### src/rtl/fifo_drain.sv
// Read-side adapter for a block-RAM FIFO: pops words, absorbs the one-cycle
// read latency in a 2-entry skid buffer and presents a registered valid/ready stream.
module fifo_drain #(
  parameter int DATA_ = 8
) (
  input  logic             clk,
  input  logic             rst,
  input  logic             flush,
  input  logic             fifo_empty_,
  output logic             fifo_re,
  input  logic [DATA_-1:0] fifo_dout,
  output logic             m_valid,
  input  logic             m_ready,
  output logic [DATA_-1:0] m_data,
  output logic [1:0]       level
);

  logic [1:0]       occ_r;
  logic             inflight_r;
  logic             valid_r;
  logic [DATA_-1:0] head_r;
  logic [DATA_-1:0] tail_r;

  logic             pop_s;
  logic [2:0]       sum_s;
  logic [1:0]       occ_after_pop_s;

  // Handshake, projected occupancy and the pop request toward the FIFO.
  always_comb begin
    pop_s           = valid_r & m_ready;
    sum_s           = {1'b0, occ_r} + {2'b00, inflight_r} - {2'b00, pop_s};
    occ_after_pop_s = occ_r - {1'b0, pop_s};
    if (fifo_empty_ && !flush && !rst && (sum_s < 3'd2)) begin
      fifo_re = 1'b1;
    end else begin
      fifo_re = 1'b0;
    end
  end

  // Skid buffer state: occupancy, in-flight tracking, head/tail data.
  always_ff @(posedge clk) begin
    if (rst) begin
      occ_r      <= 2'd0;
      inflight_r <= 1'b0;
      valid_r    <= 1'b0;
      head_r     <= {DATA_{1'b0}};
      tail_r     <= {DATA_{1'b0}};
    end else if (flush) begin
      // A word landing on fifo_dout this cycle is dropped along with the buffer.
      occ_r      <= 2'd0;
      inflight_r <= 1'b0;
      valid_r    <= 1'b0;
    end else begin
      occ_r      <= sum_s[1:0];
      inflight_r <= fifo_re;
      valid_r    <= (sum_s != 3'd0);
      if (pop_s && (occ_r == 2'd2)) begin
        head_r <= tail_r;
      end
      if (inflight_r) begin
        case (occ_after_pop_s)
          2'd0:    head_r <= fifo_dout;
          2'd1:    tail_r <= fifo_dout;
          default: tail_r <= tail_r;
        endcase
      end
    end
  end

  assign m_valid = valid_r;
  assign m_data  = head_r;
  assign level   = occ_r;

endmodule

### config.mk
export PLATFORM = sky130hd
export DESIGN_NAME = fifo_drain
export DESIGN_NICKNAME = d
export VERILOG_FILES = /design/src/rtl/fifo_drain.sv
export SDC_FILE = /design/constraint.sdc
export NUM_CORES = 1
export LEC_CHECK = 0
export ABC_CLOCK_PERIOD_IN_PS = 2400
export CAP_MARGIN = 30
export CORE_ASPECT_RATIO = 0.5
export CORE_MARGIN = 2
export CORE_UTILIZATION = 32
export CTS_CLUSTER_DIAMETER = 80
export CTS_CLUSTER_SIZE = 24
export DETAILED_ROUTE_END_ITERATION = 10
export GPL_ROUTABILITY_DRIVEN = 0
export PLACE_DENSITY = 0.52
export SYNTH_ARGS = -nofsm -noshare
export SYNTH_HDL_FRONTEND = slang
export SYNTH_SLANG_ARGS = --single-unit
### constraint.sdc
create_clock -name clk -period 2.4 [get_ports clk]
set_input_delay 0.48 -clock clk [delete_from_list [all_inputs] [get_ports clk]]
set_output_delay 0.48 -clock clk [all_outputs]
set_load 0.03 [all_outputs]
Word-level counts from Yosys, hierarchy flattened
Index checks and enable logic that the tools add are counted.

Flip-flop bits (word level): 20. Input port bits: 13. Logic and storage cells: 27.

Add/subtract/negate cells: 3. $lt $le $gt $ge: 1. Equality and inequality tests: 2. Muxes and demuxes: 4. Bitwise logic cells: 2. Reduce and logical (&&, ||, !) cells: 10.

Operators with widths (count): $mux 8 (3); $logic_and 1x1->1 (4); $add 2x1->3 (1); $lt 3x2->1 const B (1); $reduce_and 3->1 (1); $reduce_bool 3->1 (1); $sub 3x1->3 (1); $eq 2x1->1 const B (1); $eq 2x2->1 const B (1); $logic_not 1->1 (2); $logic_not 2->1 (1); $reduce_or 2->1 (1); $sub 2x1->2 (1); $and 1x1->1 (1); $mux 1 (1); $not 1->1 (1).

Depth between registers and ports, before layout
Depth in word-level cells: 5. Gate-level depth with buffers: 7. Mapped depth without buffers: 7.

Least setup slack after synthesis
Ideal clock, no wire load.

Kind: register -> output. From: register valid_r (netlist: m_valid). To: output fifo_re. Arrival time: 2.294 ns. Required time: 1.920 ns. Slack: -0.374 ns. Cell stages (with the launch flop): 8. Path through: dfxtp_1 and2_2 nand2b_1 nand2_1 ha_1 fa_1 xnor2_1 nor3_1.

Cells in the longest elaborated chain, start to end: 5.

RTL lines: start, declared (RTL line 20) `logic valid_r;`; start signal, assigned (RTL line 56) `valid_r <= (sum_s != 3'd0);`; $and 1x1->1 (RTL line 30) `pop_s = valid_r & m_ready;`; $sub 3x1->3 (RTL line 31) `sum_s = {1'b0, occ_r} + {2'b00, inflight_r} - {2'b00, pop_s};`; $lt 3x2->1 (RTL line 33) `if (fifo_empty_ && !flush && !rst && (sum_s < 3'd2)) begin`; $logic_and 1x1->1 (RTL line 33); $mux 1 (RTL line 33); end, declared (RTL line 10) `output logic fifo_re,`.

No other way between the ends.

Worst setup path in the final report
From: register valid_r (netlist: m_valid). To: output fifo_re.

Cells in the longest elaborated chain, start to end: 5.

RTL lines: $and 1x1->1 (RTL line 30); $sub 3x1->3 (RTL line 31); via sum_s[1] (RTL line 25) `logic [2:0] sum_s;`; $lt 3x2->1 (RTL line 33); $logic_and 1x1->1 (RTL line 33); $mux 1 (RTL line 33).

The timed path passes the listed nets, and every way through them passes these cells.

==> flow_summary.toml <==
[clocking]
clk_latency_ns = 0.27
clock-sinks = 20
clockRootBuffer = "clkbuf_8"
clk_pin_slew_ns = 0.08
cts_max_level = 1
hold_buffers = 0
cts_tree = "yes"
clk_path_buf_depth = 2
cts_buffers = 3

[global_route]
grt_max_degree = 24
globalRouteTotalUtil_pct = 16.2
grt_pass1_vias = 967
antenna_found_initial = 0
grt_pass1_wl_mm = 4.64
gr-total-overflow = 0

[yosys]
syn-cell-area_mm2 = 0.00105
synth_edf_count = 0
synth_ff_type = "dfxtp_1"
yosys_warnings = 0
avgSynthCellArea_um2 = 8.79
ys_types = 31
synth_cells = 120
syn_nets = 135
ys_async_sr_fraction_pct = 0
ys_seq_area_share_pct = 38.0
synth-seq-cells = 20

[flow_run]
cap_violations = 0

[routing]
routed_wl_mm = 2.70
drtPass1Iterations = 4
vias = 1001
drtIter0Drc = 51
viasPerCell = 5.16
drc = 0
wl_per_cell_um = 13.9
ant_nets = 0

[floorplan]
die-height_um = 44.6
start_util_pct = 34.4
die_w_um = 85.2
core-area_mm2 = 0.00307
io_pins = 25
num_rows = 14
dieArea_mm2 = 0.00380

[timing]
fin_crit_sh_pct = 96.3
grt_setup_unrepaired = "false"
worst_slew_pin_slew_ns = 0.600
slew_violations = 0
min_period_ns = 2.31
final_hold_viol_count = 0
setup_viol = 0
fin_worst_skew_ns = 0.0131
finalWorstSetupSlack_ns = 0.0876
slew_headroom_pct = 60.0
max_freq_ghz = 0.432

[critical_path]
crit_type = "flop to output port"
start_kind = "flop"
cp-end-kind = "output port"
rr_worst_depth = 7
critical_path_required_ns = 1.92
arrival_ns = 1.83
cp_max_fo = 3

[power]
power_mw = 0.811
p_per_area_mw_per_mm2 = 527
peakVddDrop_mv = 0.284
p_leak_nw = 0.560

[worst_hold_path]
min_path_cells = 2
min_path_type = "flop to flop"

[final_layout]
synthToLayoutAreaGrowth_pct = 45.9
layout_commonest_cell = "clkdlybuf4s50_1"
drive_gt1_share_pct = 22.1
mostFrequentLayoutCells = "clkdlybuf4s50_1, dfxtp_1, buf_4"
fillCellCount = 295
final_nets = 170
antenna_cells = 0

[placed_design]
place_hpwl_mm = 1.81
pre_cts_ws_ns = -0.461
portBuffers = 24

[run_status]
outcome = "finished clean"
[where the power goes]
part,total [mW],switching (mW),internal [mW]
registers,0.346,0.00719,0.339
logic,0.125,0.0633,0.0612
clock network,0.341,0.118,0.223
total,0.811,0.189,0.623
[Yosys cell counts, types with 2 or more instances]
cell type  instances  area [µm²]
dfxtp_1           20         400
nand2_1           12        45.0
a21oi_1           11        55.1
o21ai_0           10        50.1
nand3_1            8        40.0
o2111ai_1          7        61.3
o211ai_1           7        52.6
or4b_1             7        70.1
or2b_1             6        45.0
clkbuf_1           5        18.8
nand2b_1           4        25.0
and2_1             2        12.5
nor3_1             2        10.0
o21ai_2            2        17.5
[worst max-delay path, stage by stage, from the launching register on]
cell and delay [ns]:
dfxtp_4 0.36, and2_4 0.15, nand2b_4 0.06, nand2_2 0.06, ha_4 0.15, fa_2 0.45
nor3_4 0.20, buf_6 0.15
[stage by stage]
step	instance area, µm²	setup TNS [ns]	hold WS, ns	util (%)	cells
after global placement	1410	-0.670	0.466	45.9	189
after global routing	1540	0	0.505	50.2	194
after floorplan	1070	0	0.449	-	120
after CTS	1540	0	0.481	50.2	195
final	1540	0	0.483	50.2	194
after detailed placement	1410	-0.735	0.467	45.9	189
[sequential cells by signal (all words and copies together) (netlist names)]
signal / flops
m_data: 8
tail_r: 8
level: 2
inflight_r: 1
m_valid: 1
[cells by family (layout without fill, tap and decap cells)]
group	after synthesis	after routing	synth area share (%)
xor+xnor	1	1	0.831
buf+inv	8	42	3.91
compound gates	41	41	25.4
flops	20	20	38.0
simple gates	48	48	28.8
fa+ha+maj	2	2	3.08
[repair_timing]
item	in CTS	in global routing
setup buffers	2	0
endpoints found under the setup margin	1	1
gates resized for setup	16	3
pin swaps	5	4
[final timing paths]
kind / start / end / slack [ns]
setup / recovery: m_valid / fifo_re / 0.09
setup reg to reg: m_valid / m_valid / 0.63
hold / removal: tail_r[5] / tail_r[5] / 0.48
hold reg to reg: tail_r[5] / tail_r[5] / 0.48
[layout make-up]
class	count	area [µm²]	area share (%)
multi-input cells	92	668	43.4
flip-flops and latches	20	405	26.3
repair buffers	37	340	22.1
well taps	40	50.0	3.25
clock buffers	3	41.3	2.68
clock inverters	1	30.0	1.95
inverters	1	3.75	0.244
[metal layers]
| metal | share of wire [%] | up-vias | GRT usage [%] | wire length, µm |
|---|---|---|---|---|
| met2 | 46 | 13 | 25.8 | 1230 |
| met1 | 50 | 464 | 21.8 | 1360 |
| li1 | - | 522 | - | - |
| met4 | 1.0 | 0 | 4.76 | 28 |
| met3 | 2.8 | 2 | 4.48 | 75 |
| met5 | 0 | - | 0 | 0 |
Note: power is estimated with default switching activity, not from simulation.
